--- config.mk ---
export PLATFORM = sky130hd
export DESIGN_NAME = can_bitmonitor
export DESIGN_NICKNAME = d
export VERILOG_FILES = /design/src/rtl/can_bitmonitor.sv
export SDC_FILE = /design/constraint.sdc
export NUM_CORES = 1
export LEC_CHECK = 0
export ABC_AREA = 1
export ABC_CLOCK_PERIOD_IN_PS = 2100
export CAP_MARGIN = 10
export CORE_ASPECT_RATIO = 0.9
export CORE_UTILIZATION = 35
export CTS_CLUSTER_DIAMETER = 50
export CTS_CLUSTER_SIZE = 8
export DETAILED_ROUTE_END_ITERATION = 8
export GPL_TIMING_DRIVEN = 0
export SLEW_MARGIN = 25
export SYNTH_ARGS = -nofsm -noshare
export SYNTH_HDL_FRONTEND = slang
export SYNTH_SLANG_ARGS = --single-unit
--- constraint.sdc ---
create_clock -name clock -period 2.1 [get_ports clock]
set_input_delay 0.63 -clock clock [delete_from_list [all_inputs] [get_ports clock]]
set_output_delay 0.63 -clock clock [all_outputs]
set_load 0.02 [all_outputs]
--- src/rtl/can_bitmonitor.sv ---
// Per-bit CAN transmit/receive comparator with frame-aware error classification,
// per-frame status and a saturating error-event counter.
module can_bitmonitor #(
   parameter int CNT_WIDTH = 8,
   parameter int POS_WIDTH = 7
) (
   input  logic                 clock,
   input  logic                 reset,
   input  logic                 activ,
   input  logic                 bitin,
   input  logic                 bitout,
   input  logic [1:0]           mode,
   input  logic                 frame_start,
   input  logic                 frame_end,
   input  logic                 clr_cnt,
   output logic                 biterror,
   output logic                 err_sticky,
   output logic                 arblost,
   output logic                 first_valid,
   output logic [POS_WIDTH-1:0] first_pos,
   output logic [POS_WIDTH-1:0] bitpos,
   output logic [CNT_WIDTH-1:0] err_count
);

   typedef enum logic [1:0] {IDLE, MON, LOST} state_t;

   localparam logic [POS_WIDTH-1:0] POS_MAX = '1;
   localparam logic [CNT_WIDTH-1:0] CNT_MAX = '1;

   state_t               r_state;
   logic                 r_biterror, r_sticky, r_arblost, r_first_valid;
   logic [POS_WIDTH-1:0] r_first_pos, r_bitpos;
   logic [CNT_WIDTH-1:0] r_cnt;

   logic w_eval, w_rec_dom, w_arb, w_err;

   // Frame boundaries take precedence over a coincident strobe.
   always_comb begin
      w_eval    = activ && (r_state == MON) && !frame_start && !frame_end;
      w_rec_dom = bitout && !bitin;
      w_arb     = (mode == 2'b01) && w_rec_dom;
      w_err     = (bitin != bitout) && !(((mode == 2'b01) || (mode == 2'b10)) && w_rec_dom);
   end

   always_ff @(posedge clock or posedge reset) begin
      if (reset) begin
         r_state       <= IDLE;
         r_biterror    <= 1'b0;
         r_sticky      <= 1'b0;
         r_arblost     <= 1'b0;
         r_first_valid <= 1'b0;
         r_first_pos   <= '0;
         r_bitpos      <= '0;
         r_cnt         <= '0;
      end else begin
         if (clr_cnt)
            r_cnt <= '0;
         else if (w_eval && w_err && (r_cnt != CNT_MAX))
            r_cnt <= r_cnt + 1'b1;

         if (frame_start) begin
            r_state       <= MON;
            r_biterror    <= 1'b0;
            r_sticky      <= 1'b0;
            r_arblost     <= 1'b0;
            r_first_valid <= 1'b0;
            r_first_pos   <= '0;
            r_bitpos      <= '0;
         end else if (frame_end && (r_state != IDLE)) begin
            r_state <= IDLE;
         end else if (w_eval) begin
            r_biterror <= w_err;
            if (r_bitpos != POS_MAX)
               r_bitpos <= r_bitpos + 1'b1;
            if (w_arb) begin
               r_arblost <= 1'b1;
               r_state   <= LOST;
            end
            if (w_err) begin
               r_sticky <= 1'b1;
               if (!r_first_valid) begin
                  r_first_valid <= 1'b1;
                  r_first_pos   <= r_bitpos;
               end
            end
         end
      end
   end

   assign biterror    = r_biterror;
   assign err_sticky  = r_sticky;
   assign arblost     = r_arblost;
   assign first_valid = r_first_valid;
   assign first_pos   = r_first_pos;
   assign bitpos      = r_bitpos;
   assign err_count   = r_cnt;

endmodule

Word level (Yosys, flattened, before mapping)
Index checks and enable logic that the tools add are counted.
- flip-flop bits (word level): 27
- latch bits: 0
- RAM bits: 0
- ROM bits: 0
- output and inout port bits: 26
- memories kept: 0
- $add $sub $neg: 2
- multiply operators: 0
- divide/modulo/power cells: 0
- magnitude comparators: 0
- equality and inequality tests: 8
- shift-type cells: 0
- muxes and demuxes: 26
- bitwise logic cells: 0
- reduce and logical (&&, ||, !) cells: 29
- operators with widths (operator ; count):
    7-bit two-way mux ; 9
    8-bit two-way mux ; 2
    2-bit nonzero test ; 6
    1-bit two-way mux ; 11
    1-bit logical AND ; 10
    3-bit AND reduction ; 3
    8-bit by 1-bit adder with 8-bit output (second input constant) ; 1
    2-bit two-way mux ; 4
    8-bit inequality test (second input constant) ; 1
    7-bit by 1-bit adder with 7-bit output (second input constant) ; 1
    7-bit inequality test (second input constant) ; 1
    3-bit nonzero test ; 2
    2-bit by 1-bit equality test with 1-bit output (second input constant) ; 2
    1-bit zero test ; 4
    2-bit inequality test (second input constant) ; 2
    2-bit AND reduction ; 2
    4-bit AND reduction ; 1
    2-bit equality test (second input constant) ; 1
    1-bit logical OR ; 1
    1-bit inequality test ; 1

Logic depth before layout (Yosys ltp)
Gate-level depths: netlist of run 1.
- depth in word-level cells: 9
- mapped depth: 9
- mapped depth without buffers: 9

Worst setup path after synthesis of run 1
OpenSTA, ideal clock, no wires.
- kind: in2reg
- start point: in mode[1]
- end point: reg r_first_pos[2], in the netlist first_pos[2]
- library setup time: 0.117 ns
- arrival time: 1.456 ns
- data required time: 1.983 ns
- slack: 0.526 ns
- cell stages on the path: 9
- cells stage by stage: inv_1 > ha_1 > nand3_1 > nand2_1 > nand2_4 > nand2_4 > nand2_4 > nand2_1 > nand2_1
- cells in the longest elaborated chain, start to end: 7
- ends and longest elaborated chain (item ; RTL line ; text):
    start: declaration ; 12 ; input logic [1:0] mode,
    2-bit by 1-bit equality test with 1-bit output / 2-bit equality test (equally long branches) ; 42 ; w_err = (bitin != bitout) && !(((mode == 2'b01) || (mode == 2'b10)) && w_rec_dom);
    1-bit logical OR * ; 42 ;
    1-bit logical AND * ; 42 ;
    1-bit zero test * ; 42 ;
    1-bit logical AND * ; 42 ;
    2-bit nonzero test (no line) * ; -- ;
    4-bit AND reduction (no line) * ; -- ;
    end signal: assignment ; 83 ; r_first_pos <= r_bitpos;
    end: declaration ; 32 ; logic [POS_WIDTH-1:0] r_first_pos, r_bitpos;
Mark *: on every way between the ends. The rest lies on a longest branch, timed or not.
A chain may end at the register's enable or synchronous reset.

Final worst setup path of run 1
- start point: reg r_cnt[5], in the netlist err_count[5]
- end point: out err_count[5]
- RTL lines (item ; RTL line ; text):
    start: declaration ; 33 ; logic [CNT_WIDTH-1:0] r_cnt;
    start signal: assignment ; 59 ; r_cnt <= r_cnt + 1'b1;
    end: declaration ; 22 ; output logic [CNT_WIDTH-1:0] err_count
No word-level cell between the ends.

==> qor_table.md, run 1 <==
| Group | Parameter | This run |
| --- | --- | --- |
| cts | Number of buffers on the longest clock path | 2 |
| finish | Signed area change from the synthesized netlist to the final layout | 30.8% |
| synthesis | Number of distinct library cells after synthesis | 20 |
| placement | Dpl hpwl | 2340 um |
| synthesis | Most frequent cell after synthesis | sky130_fd_sc_hd__nand2_1 |
| routing | Iteration-0 DRC Markers | 62 |
| timing | Hold violation count in the final report | 0 |
| cts | Clock tree from TritonCTS | built |
| power | Maximum resistive drop on vdd | 0.385 mV |
| synthesis | Synthesized instance count | 194 |
| routing | Drt wl/cell | 11.4 um |
| synthesis | FFs w/ async S/R, synth | 1.00 |
| cts | Number of buffers added for setup after CTS | 0 |
| routing | Routed wire length | 3220 um |
| floorplanning | Die Y-Extent | 64.1 um |
| routing | DRT antenna net count | 0 |
| synthesis | Sequential share of the synthesized area | 0.451 |
| flow run | Number of max-capacitance violations reported | 0 |
| routing | Via density per instance | 4.72 |
| finish | Fraction of final layout cells sized beyond drive strength 1 | 0.107 |
| worst hold path | Hold Path Class | flip-flop to flip-flop |
| worst setup path | Largest stage delay on the critical path | 0.66 ns |
| worst setup path | CP delay by family, top | buffers and inverters |
| synthesis | Top cell type's share of synthesized area | 0.451 |
| cts | Clock insertion delay at the later pin of the skew report | 0.27 ns |
| worst setup path | Slowest library cell on the worst path | sky130_fd_sc_hd__clkdlybuf4s50_1 |
| cts | Clock slew seen by the registers of the worst setup and hold paths | 0.09 ns |
| synthesis | Mux share of post-synthesis cell area | 0 |
| synthesis | Post-synthesis net count | 207 |
| synthesis | Xor and xnor fraction of the mapped netlist area | 0.0175 |
| floorplanning | Initial cell density of the core | 0.365 |
| timing | Final critical-path share of the clock period | 0.970 |
| timing | Number of endpoints failing setup at the final stage | 0 |
| synthesis | Post-synthesis share of cell area spent on and, or, nand and nor gates | 0.426 |
| worst setup path | Arrival time at the worst endpoint | 1.41 ns |
| placement | # port buffers | 35 |
| timing | Maximum achievable frequency | 0.491 GHz |
| timing | Post-layout minimum cycle time | 2.04 ns |
| placement | DP Worst Slack | -0.0424 ns |
| grt | Pin count of the biggest net entering global routing | 28 |
| power | Pleak | 0.948 nW |
| timing | RSZ-0062 raised after global routing | false |
| worst setup path | Crit path launch | err_count[5] |
| power | Total power after layout | 0.998 mW |
| cts | Total clock buffers created by CTS | 3 |
| finish | Ant diodes | 0 |
| synthesis | Dominant combinational cell family by area after synthesis | simple AND/OR/NAND/NOR gates |
| synthesis | Commonest register cell after synthesis | sky130_fd_sc_hd__dfrtp_1 |
| floorplanning | Die area | 0.00455 sq mm |
| worst setup path | Critical Path Fanout Max | 7 |
| placement | Number of cells in the design after placement | 277 |
| timing | Tightest slew margin relative to the limit | 0.618 |
| cts | Post-cts hold buffer count | 0 |
| grt | Tot GR Track Use | 0.160 |
| timing | Final-report max-slew violation count | 0 |
| floorplanning | Boundary Pins | 36 |
| floorplanning | Die Width | 71.0 um |
| grt | Remaining Overflow, GRT | 0 |
| placement | Last weighted congestion value of the routability-driven placer | 0.793 |
| synthesis | Synth warn | 0 |
| worst setup path | Critical path start-end classification | flip-flop to output pin |
| power | PD cells | 509 mW/mm^2 |
| finish | Count of nets after finishing | 247 |
| worst setup path | Reg-to-Reg Start | err_count[0] |
| routing | Detailed-route via count | 1326 |
| synthesis | Post-synth EDFFs | 0 |
| worst setup path | List of cells traversed by the critical path | clkdlybuf4s50_1 |
| grt | Wire length of the first global-routing pass | 5780 um |
| grt | Initial antenna violation count | 0 |
| worst hold path | Worst hold start | first_pos[1] |
| finish | Filler-free cell count of the finished design | 281 |
| timing | Setup WS post-layout | 0.0623 ns |
| synthesis | Post-synthesis area per instance | 7.72 sq um |
| synthesis | Top cell type by total area after synthesis | sky130_fd_sc_hd__dfrtp_1 |
| cts | H-tree depth reported by CTS | 1 |
| worst setup path | Sort of element at the start of the critical path | flip-flop |
| worst setup path | Worst endpoint required time | 1.47 ns |
| timing | Layout Skew | 0.00228 ns |
| worst setup path | Endpoint kind of the worst setup timing path | output pin |
| synthesis | Post-synthesis cell area | 0.00150 sq mm |
| synthesis | Adder-cell share of the synthesized area | 0.0251 |
| worst setup path | Buffer and inverter count on the worst path | 1 |
| cts | CTS Root Cell | sky130_fd_sc_hd__clkbuf_8 |
| timing | Worst hold slack after final layout | 0.480 ns |
| floorplanning | Core Region | 0.00410 sq mm |
| grt | Via count of the first global-routing pass | 1180 |
| cts | Number of clock sinks seen by CTS | 27 |
| synthesis | Biggest area contributors in the synthesized netlist | sky130_fd_sc_hd__dfrtp_1 (45%), sky130_fd_sc_hd__nand2_1 (18%), sky130_fd_sc_hd__nand3_1 (8.0%), sky130_fd_sc_hd__nor2_1 (5.8%), sky130_fd_sc_hd__inv_1 (3.5%) |
| status | Outcome | completed |
| synthesis | List of most frequent post-synthesis cells | sky130_fd_sc_hd__nand2_1 (71), sky130_fd_sc_hd__dfrtp_1 (27), sky130_fd_sc_hd__nand3_1 (24) |
| synthesis | Number of synthesized register bits | 27 |
| synthesis | Complex-gate fraction of the synthesized area | 0.0317 |
| routing | Detailed-routing iteration count for the pre-antenna-repair pass | 6 |
| floorplanning | Total number of placement rows | 22 |
| timing | Actual slew at the worst max-slew pin | 0.572 ns |
| routing | Number of design rule violations left after detail routing | 0 |
==> state kept, by name, indices dropped and copies added, names as in the netlist <==
signal / count
arblost: 1
biterror: 1
bitpos: 7
err_count: 8
first_pos: 7
first_valid: 1
r_state: 2
==> repair_timing <==
item                                    in CTS  in global routing
resized for setup                            1                  2
endpoints found under the setup margin       1                  2
cloned                                       0                  0
==> per-stage QoR <==
stage          utilization  instance area (sq um)  setup TNS [ns]
2_1_floorplan            -                   1500               0
3_3_place_gp         0.465                   1910          -0.249
3_5_place_dp         0.465                   1910          -0.331
4_1_cts              0.477                   1960               0
5_1_grt              0.478                   1960               0
6_report             0.478                   1960               0
==> where the power goes <==
| group | leakage (nW) | internal [mW] | switching, mW | total [mW] |
|---|---|---|---|---|
| clock network | 0.0255 | 0.133 | 0.158 | 0.291 |
| registers | 0.367 | 0.534 | 0.0196 | 0.553 |
| logic | 0.556 | 0.0650 | 0.0888 | 0.154 |
| total | 0.948 | 0.731 | 0.266 | 0.998 |
==> final timing paths <==
path,end,slack [ns],cells after the start
setup / recovery,err_count[5],0.06,1
hold / removal,first_pos[1],0.48,2
setup reg to reg,err_count[4],0.63,8
hold reg to reg,first_pos[1],0.48,2
max in group asynchronous,bitpos[2],0.96,2
min in group asynchronous,err_count[4],0.73,2
==> area by class of cell <==
cell class	count	area, sq um
Buffer	3	20.0
Timing Repair Buffer	35	353
Clock buffer	3	41.3
Sequential cell	27	678
Fill cell	417	2140
Tap cell	48	60.1
Multi-Input combinational cell	150	749
Clock inverter	1	5.00
Inverter	14	52.6
==> layout by cell type (no fill, tap or decap) <==
cell type	instances
sky130_fd_sc_hd__or2_2	1
sky130_fd_sc_hd__nand2_1	71
sky130_fd_sc_hd__o21bai_1	1
sky130_fd_sc_hd__o21ai_1	5
sky130_fd_sc_hd__buf_4	2
sky130_fd_sc_hd__dlymetal6s2s_1	1
sky130_fd_sc_hd__nor2_1	23
sky130_fd_sc_hd__buf_2	1
sky130_fd_sc_hd__clkinv_2	1
sky130_fd_sc_hd__nor2_2	3
sky130_fd_sc_hd__o21ai_0	3
sky130_fd_sc_hd__dfrtp_1	25
sky130_fd_sc_hd__dfrtp_2	2
sky130_fd_sc_hd__nand4_1	2
sky130_fd_sc_hd__nand2_4	4
sky130_fd_sc_hd__xor2_1	1
sky130_fd_sc_hd__inv_2	1
sky130_fd_sc_hd__nand2_2	4
sky130_fd_sc_hd__xnor2_1	2
sky130_fd_sc_hd__clkbuf_8	3
sky130_fd_sc_hd__nor2_8	2
sky130_fd_sc_hd__inv_1	13
sky130_fd_sc_hd__nand3_4	1
sky130_fd_sc_hd__nand3_1	24
sky130_fd_sc_hd__ha_1	3
sky130_fd_sc_hd__clkdlybuf4s50_1	34
==> kinds of logic (layout without fill, tap and decap cells) <==
logic type	Yosys count	count (layout)
and+or+nand+nor	135	135
xor gates and xnor gates	3	3
buffers and inverters	17	56
AOI/OAI and AO/OA	9	9
adders and majority gates	3	3
DFF	27	27
==> metal layers <==
layer / vias to the layer above / global-route usage / wire (um)
met2: 25 / 0.244 / 1360
met1: 611 / 0.230 / 1680
li1: 688 / - / -
met4: 0 / 0.0375 / 27
met5: - / 0 / 0
met3: 2 / 0.0394 / 151
(Power assumes the default switching activity.)
==> run 2: changes to the inputs <==
SKIP_CTS_REPAIR_TIMING = 1   (was default)
==> run 2 against run 1 <==
Flip-flop and latch count did not move; power barely moved; first-iteration DRC count did not move; worst hold slack barely moved; non-clock buffer count did not move; core utilization fell by 0.061 points; clock skew barely moved; clock power barely moved; setup slack got worse by 0.015 ns; cell area fell by 0.13%; critical endpoint is now first_valid; largest cell class unchanged; largest power group unchanged; highest routed layer unchanged.
==> qor_table.md, run 2 (synthesis gave the netlist of run 1 again) <==
| Group | Parameter | This run |
| --- | --- | --- |
| status | Outcome | completed |
| worst setup path | List of cells traversed by the critical path | buf_4, clkdlybuf4s50_1 |
| timing | Setup WS post-layout | 0.0472 ns |
| floorplanning | Die area | 0.00455 sq mm |
| worst setup path | Capture point of the worst reg-to-reg path | err_count[4] |
| timing | Actual slew at the worst max-slew pin | 0.572 ns |
| worst setup path | Buffer and inverter count on the worst path | 2 |
| worst hold path | Endpoint of the worst hold path | first_pos[1] |
| worst setup path | Endpoint kind of the worst setup timing path | output pin |
| cts | Number of clock sinks seen by CTS | 27 |
| floorplanning | Initial cell density of the core | 0.365 |
| worst hold path | Hold Path Stages | 2 |
| floorplanning | Die Y-Extent | 64.1 um |
| timing | Final-report max-slew violation count | 0 |
| grt | Pin count of the biggest net entering global routing | 28 |
| worst hold path | Worst hold start | first_pos[1] |
| placement | DP Worst Slack | -0.0424 ns |
| worst setup path | Worst endpoint required time | 1.47 ns |
| timing | Post-layout minimum cycle time | 2.05 ns |
| worst setup path | Critical Path Fanout Max | 4 |
| worst setup path | Largest stage delay on the critical path | 0.58 ns |
| finish | Most common cell after layout, fill and taps aside | sky130_fd_sc_hd__nand2_1 |
| worst hold path | Hold Path Class | flip-flop to flip-flop |
| timing | Final critical-path share of the clock period | 0.978 |
| routing | Routed wire length | 3210 um |
| worst setup path | Crit path launch | first_valid |
| power | Pleak | 0.930 nW |
| cts | Total clock buffers created by CTS | 3 |
| grt | Remaining Overflow, GRT | 0 |
| cts | Number of buffers on the longest clock path | 2 |
| finish | Layout Utilization | 0.477 |
| routing | Drt wl/cell | 11.4 um |
| routing | DRT antenna net count | 0 |
| cts | Clock tree from TritonCTS | built |
| finish | Commonest cells after routing, fill and taps aside | sky130_fd_sc_hd__nand2_1 (71), sky130_fd_sc_hd__clkdlybuf4s50_1 (35), sky130_fd_sc_hd__dfrtp_1 (25) |
| power | Maximum resistive drop on vdd | 0.385 mV |
| cts | Clock insertion delay at the later pin of the skew report | 0.27 ns |
| timing | Layout Skew | 0.00226 ns |
| power | PD cells | 510 mW/mm^2 |
| grt | Tot GR Track Use | 0.160 |
| worst setup path | Arrival time at the worst endpoint | 1.42 ns |
| floorplanning | Boundary Pins | 36 |
| timing | Tightest slew margin relative to the limit | 0.618 |
| floorplanning | Core Region | 0.00410 sq mm |
| timing | Maximum achievable frequency | 0.487 GHz |
| worst setup path | Slowest library cell on the worst path | sky130_fd_sc_hd__clkdlybuf4s50_1 |
| finish | Count of nets after finishing | 247 |
| timing | Setup total negative slack | 0 ns |
| power | Total power after layout | 0.998 mW |
| timing | Hold violation count in the final report | 0 |
| routing | Detailed-route via count | 1326 |
| routing | Iteration-0 DRC Markers | 62 |
| timing | Worst hold slack after final layout | 0.480 ns |
| finish | Multi-input combinational cell area | 749 sq um |
| floorplanning | Total number of placement rows | 22 |
| placement | # port buffers | 35 |
| timing | Number of endpoints failing setup at the final stage | 0 |
| flow run | Number of max-capacitance violations reported | 0 |
| grt | Wire length of the first global-routing pass | 5770 um |
| finish | Ant diodes | 0 |
| finish | Count of filler cells inserted in the layout | 418 |
| placement | Last weighted congestion value of the routability-driven placer | 0.793 |
| finish | Number of flip-flops in the largest register | 8 |
| finish | Fraction of final layout cells sized beyond drive strength 1 | 0.107 |
| routing | Number of design rule violations left after detail routing | 0 |
| routing | Detailed-routing iteration count for the pre-antenna-repair pass | 6 |
| worst setup path | Worst Reg-to-Reg Cells | 8 |
| cts | Clock slew seen by the registers of the worst setup and hold paths | 0.09 ns |
| cts | H-tree depth reported by CTS | 1 |
| finish | Signed area change from the synthesized netlist to the final layout | 30.7% |
| placement | Dpl hpwl | 2340 um |
| finish | FF+latch area | 678 sq um |
| grt | Via count of the first global-routing pass | 1174 |
| routing | Via density per instance | 4.72 |
| cts | CTS Root Cell | sky130_fd_sc_hd__clkbuf_8 |
| worst setup path | Worst-case register-to-register setup slack | 0.63 ns |
| floorplanning | Die Width | 71.0 um |
| worst setup path | Reg-to-Reg Start | err_count[0] |
| worst setup path | Sort of element at the start of the critical path | flip-flop |
| grt | Initial antenna violation count | 0 |
| worst setup path | Critical path start-end classification | flip-flop to output pin |
| worst setup path | CP delay by family, top | buffers and inverters |
==> run 2: per-layer routing <==
| layer | wire, um | GRT usage | share of wire |
|---|---|---|---|
| met1 | 1680 | 0.230 | 0.52 |
| met2 | 1360 | 0.243 | 0.42 |
| met3 | 151 | 0.0394 | 0.047 |
| met4 | 27 | 0.0375 | 0.0084 |
| met5 | 0 | 0 | 0 |
==> run 2: worst max-delay path by stage <==
stage | slack, ns | to | cells past startpoint
after floorplan | 0.53 | first_pos[2] | 9
after global placement | -0.03 | first_pos[4] | 9
after detailed placement | -0.04 | err_count[4] | 9
after CTS | -0.04 | first_valid | 2
after global routing | -0.005 | first_valid | 2
final | 0.05 | first_valid | 2
==> run 2: tightest hold or removal path, cell delays in order, from the launching register on <==
cell and delay [ns]:
sky130_fd_sc_hd__dfrtp_1 0.35, sky130_fd_sc_hd__nand2_1 0.05, sky130_fd_sc_hd__nand2_1 0.05
==> run 2: cell type report <==
class                      count  area share
multi-input combinational    150       0.383
clock inverter                 1     0.00256
clock buffer                   3      0.0211
buffer                         3      0.0102
tap                           48      0.0307
inverter                      14      0.0269
sequential                    27       0.347
timing repair buffer          35       0.179
==> run 2: stage by stage <==
step	instance area, sq um	cells
5_1_grt	1960	281
6_report	1960	281
4_1_cts	1950	281
2_1_floorplan	1500	194
3_5_place_dp	1910	277
3_3_place_gp	1910	277
==> run 2: report_power, final <==
| group | switching, mW | total (mW) | internal [mW] |
|---|---|---|---|
| logic | 0.0889 | 0.154 | 0.0652 |
| clock network | 0.158 | 0.291 | 0.133 |
| registers | 0.0196 | 0.553 | 0.534 |
| total | 0.266 | 0.998 | 0.732 |
==> edit 1: new RTL, settings of run 1 <==
`POS_WIDTH`: 7 -> 5.
--- a/src/rtl/can_bitmonitor.sv
+++ b/src/rtl/can_bitmonitor.sv
@@ -2,7 +2,7 @@
 // per-frame status and a saturating error-event counter.
 module can_bitmonitor #(
    parameter int CNT_WIDTH = 8,
-   parameter int POS_WIDTH = 7
+   parameter int POS_WIDTH = 5
 ) (
    input  logic                 clock,
    input  logic                 reset,
Interface: changed (resized bitpos and first_pos); port bits go from 36 to 32. No check against the original RTL was run, so the function may have changed too.
==> edit 1 against run 1 <==
Via count shrank 15%; synthesized cell count shrank 20%; final area shrank 16%; power shrank 15%; synthesized area shrank 17%; sequential cell count shrank 4; routed wire length shrank 17%; setup slack gained 0.013 ns; worst hold slack gained 0.0096 ns.
==> edit 1: results <==
set metrics [dict create \
    die_x_um 64.6 \
    r2r-end "bitpos[2]" \
    grt_start_max_net_pins 24 \
    worstMarginPinSlew_ns 0.879 \
    grt_pass1_wl_um 4750 \
    grt_pass1_vias 1099 \
    synth_compound_area_share_pct 4.05 \
    cts_setup_buffers 0 \
    synth_area_per_cell_um2 7.92 \
    placed_area_mm2 0.00160 \
    grt_use_total_pct 16.3 \
    yosysSeqAreaShare_pct 46.6 \
    ir_worst_vdd_mv 0.233 \
    place_ws_ns -0.0728 \
    clock_area_share_pct 2.74 \
    finalClockSkew_ns 0.00326 \
    drive_gt1_share_pct 5.76 \
    rr_startpoint "bitpos[0]" \
    post-dp-hpwl_um 1940 \
    postLayoutCoreUtil_pct 48.7 \
    drc 0 \
    cts_sinks 23 \
    cp-endpoint "bitpos[0]" \
    gp_congestion 0.775 \
    ys_top_cells_by_count "nand2_1, nand3_1, dfrtp_1" \
    post_layout_nonfiller_instances 235 \
    fin_nets 206 \
    r2r_setup_slack_ns 0.52 \
    outcome "complete, no violations" \
    portBuffers 31 \
    power_leakage_nw 0.793 \
    crit_arrival_ns 1.39 \
    synthAdderAreaFrac_pct 4.05 \
    inv_count 15 \
    drtPass1Iterations 4 \
    ys_types 21 \
    synth.area.top_cells "dfrtp_1, nand2_1, nand3_1" \
    postCtsResizedCells 0 \
    wl_um 2660 \
    fill_cells 333 \
    seq_area_share_pct 35.0 \
    synth_nets 170 \
    multi_input_area_share_pct 35.8 \
    nClkBuffers 4 \
    buf_share_pct 19.8 \
    p_int_uw 630 \
]
edit 1: cell count changes in the layout (fill, tap and decap cells not counted), moves of 4 or more:
cell / run 1 / this run
o21ai_1: 5 / 0
o21ai_0: 3 / 9
xor2_1: 1 / 5
nand2_4: 4 / 0
nor2_1: 23 / 11
nand2_1: 71 / 51
edit 1: power groups by stage:
stage / Combinational, mW / Sequential (mW) / Clock, mW
floorplan: 0.0465 / 0.479 / 0
global placement: 0.101 / 0.472 / 0
detailed placement: 0.104 / 0.472 / 0
CTS: 0.104 / 0.463 / 0.290
global route: 0.114 / 0.465 / 0.299
finish: 0.102 / 0.463 / 0.278
edit 1: metal layers:
layer,vias up,share of wire (%),GRT usage [%]
met5,-,0,0
met3,7,3.0,2.52
met4,0,2.4,7.62
met2,25,46,28.3
li1,574,-,-
met1,520,48,20.1
==> edit 2: new RTL, config.mk and constraints of run 1 <==
Made on the original files. Add an input register stage for `bitin`; this delays it by one clock. The other inputs are not delayed to match.
--- a/src/rtl/can_bitmonitor.sv
+++ b/src/rtl/can_bitmonitor.sv
@@ -27,6 +27,12 @@
    localparam logic [POS_WIDTH-1:0] POS_MAX = '1;
    localparam logic [CNT_WIDTH-1:0] CNT_MAX = '1;
 
+   logic bitin_q;
+
+   always_ff @(posedge clock) begin
+      bitin_q <= bitin;
+   end
+
    state_t               r_state;
    logic                 r_biterror, r_sticky, r_arblost, r_first_valid;
    logic [POS_WIDTH-1:0] r_first_pos, r_bitpos;
@@ -37,9 +43,9 @@
    // Frame boundaries take precedence over a coincident strobe.
    always_comb begin
       w_eval    = activ && (r_state == MON) && !frame_start && !frame_end;
-      w_rec_dom = bitout && !bitin;
+      w_rec_dom = bitout && !bitin_q;
       w_arb     = (mode == 2'b01) && w_rec_dom;
-      w_err     = (bitin != bitout) && !(((mode == 2'b01) || (mode == 2'b10)) && w_rec_dom);
+      w_err     = (bitin_q != bitout) && !(((mode == 2'b01) || (mode == 2'b10)) && w_rec_dom);
    end
 
    always_ff @(posedge clock or posedge reset) begin
Behaviour: not the same (Yosys sat finds a counterexample within 4 cycles, from zero or initial values and one cycle with reset high).
==> edit 2 against run 1 <==
The flow now finishes with violations (DRC); sequential cell count rose by 1; setup slack improved by 0.031 ns; synthesized area rose by 1.3%; power rose by 16%; count of clock-buffer cells in the layout did not move; routed wire length rose by 0.71%; final area rose by 2.6%.
==> edit 2: results <==
set metrics [dict create \
    grt_pass1_wl_um 6020 \
    drive_gt1_share_pct 11.1 \
    ir_worst_vdd_mv 0.367 \
    worstMarginPinSlew_ns 0.552 \
    outcome "finished, violations left" \
    path_max_fanout 6 \
    power_leakage_nw 0.954 \
    fin_hold_ws_ns 0.480 \
    post-dp-hpwl_um 2360 \
    grt_pass1_vias 1300 \
    fill_cells 417 \
    crit_arrival_ns 1.38 \
    r2r_setup_slack_ns 0.60 \
    synthCells 195 \
    grt_use_total_pct 16.5 \
    max_stage_delay_ns 0.64 \
    place_ws_ns -0.0559 \
    drt_iter0_markers 80 \
    reg2reg_depth 7 \
    gp_congestion 0.759 \
    failed_checks "DRC" \
    finalClockSkew_ns 0.0113 \
    placed_area_mm2 0.00193 \
    synthArstFlopShare_pct 96.4 \
    ys_types 21 \
    p_clk_share_pct 36.9 \
    yosysSeqAreaShare_pct 45.8 \
    synth.area.top_cells "dfrtp_1, nand2_1, nand3_1" \
    vias_per_cell 4.61 \
    fin_nets 249 \
    post_layout_nonfiller_instances 283 \
    fmax_mhz 498 \
    drc 2 \
    wire_per_inst_um 11.4 \
    p_int_uw 875 \
    synth_nets 208 \
]
edit 2: cell types whose count changed after synthesis:
cell and change:
dfxtp_1 +1
edit 2: layout make-up:
| class | instances | share of cell area [%] |
|---|---|---|
| inverters | 14 | 2.62 |
| flip-flops and latches | 28 | 34.7 |
| clock inverters | 1 | 1.49 |
| multi-input cells | 150 | 37.3 |
| repair buffers | 36 | 17.8 |
| plain buffers | 3 | 0.996 |
| well taps | 48 | 2.99 |
| clock buffers | 3 | 2.05 |
edit 2: worst paths after layout:
check / start / to
worst max-delay path: bitpos[0] / bitpos[0]
worst min-delay path: first_pos[2] / first_pos[2]
worst max register to register: bitpos[0] / bitpos[3]
worst min register to register: first_pos[2] / first_pos[2]
max in group asynchronous: reset / first_valid
min in group asynchronous: reset / bitpos[1]
edit 2: stage by stage:
step	utilization [%]	total power, mW
6_report	48.7	1.16
3_5_place_dp	46.7	0.740
5_1_grt	48.7	1.21
3_3_place_gp	46.7	0.739
4_1_cts	48.5	1.17
2_1_floorplan	-	0.672
edit 2: repair_timing:
item                                    4_1_cts  5_1_grt
endpoints found under the setup margin        1        2
resized for setup                             1        1
buffers inserted                              0        1
cloned                                        0        0
edit 2: cells by family after synthesis:
kind of cell	after synthesis	share of synthesized area [%]
simple gates	135	42.0
compound gates	9	3.13
xor+xnor	3	1.73
fa+ha+maj	3	2.47
buf+inv	17	4.78
flops	28	45.8
edit 2: tightest hold or removal path, stage by stage, from the launching register on:
cell and delay [ns]:
dfrtp_1 0.36, nand2_1 0.05, nand2_1 0.04
edit 2: per-layer routing:
layer  up-vias  global-route usage (%)  routed length (um)
li1        694                       -                   -
met1       587                    24.2                1700
met2        23                    25.1                1400
met3         2                    3.73                 116
met4         0                    3.00                  21
met5         -                       0                   0
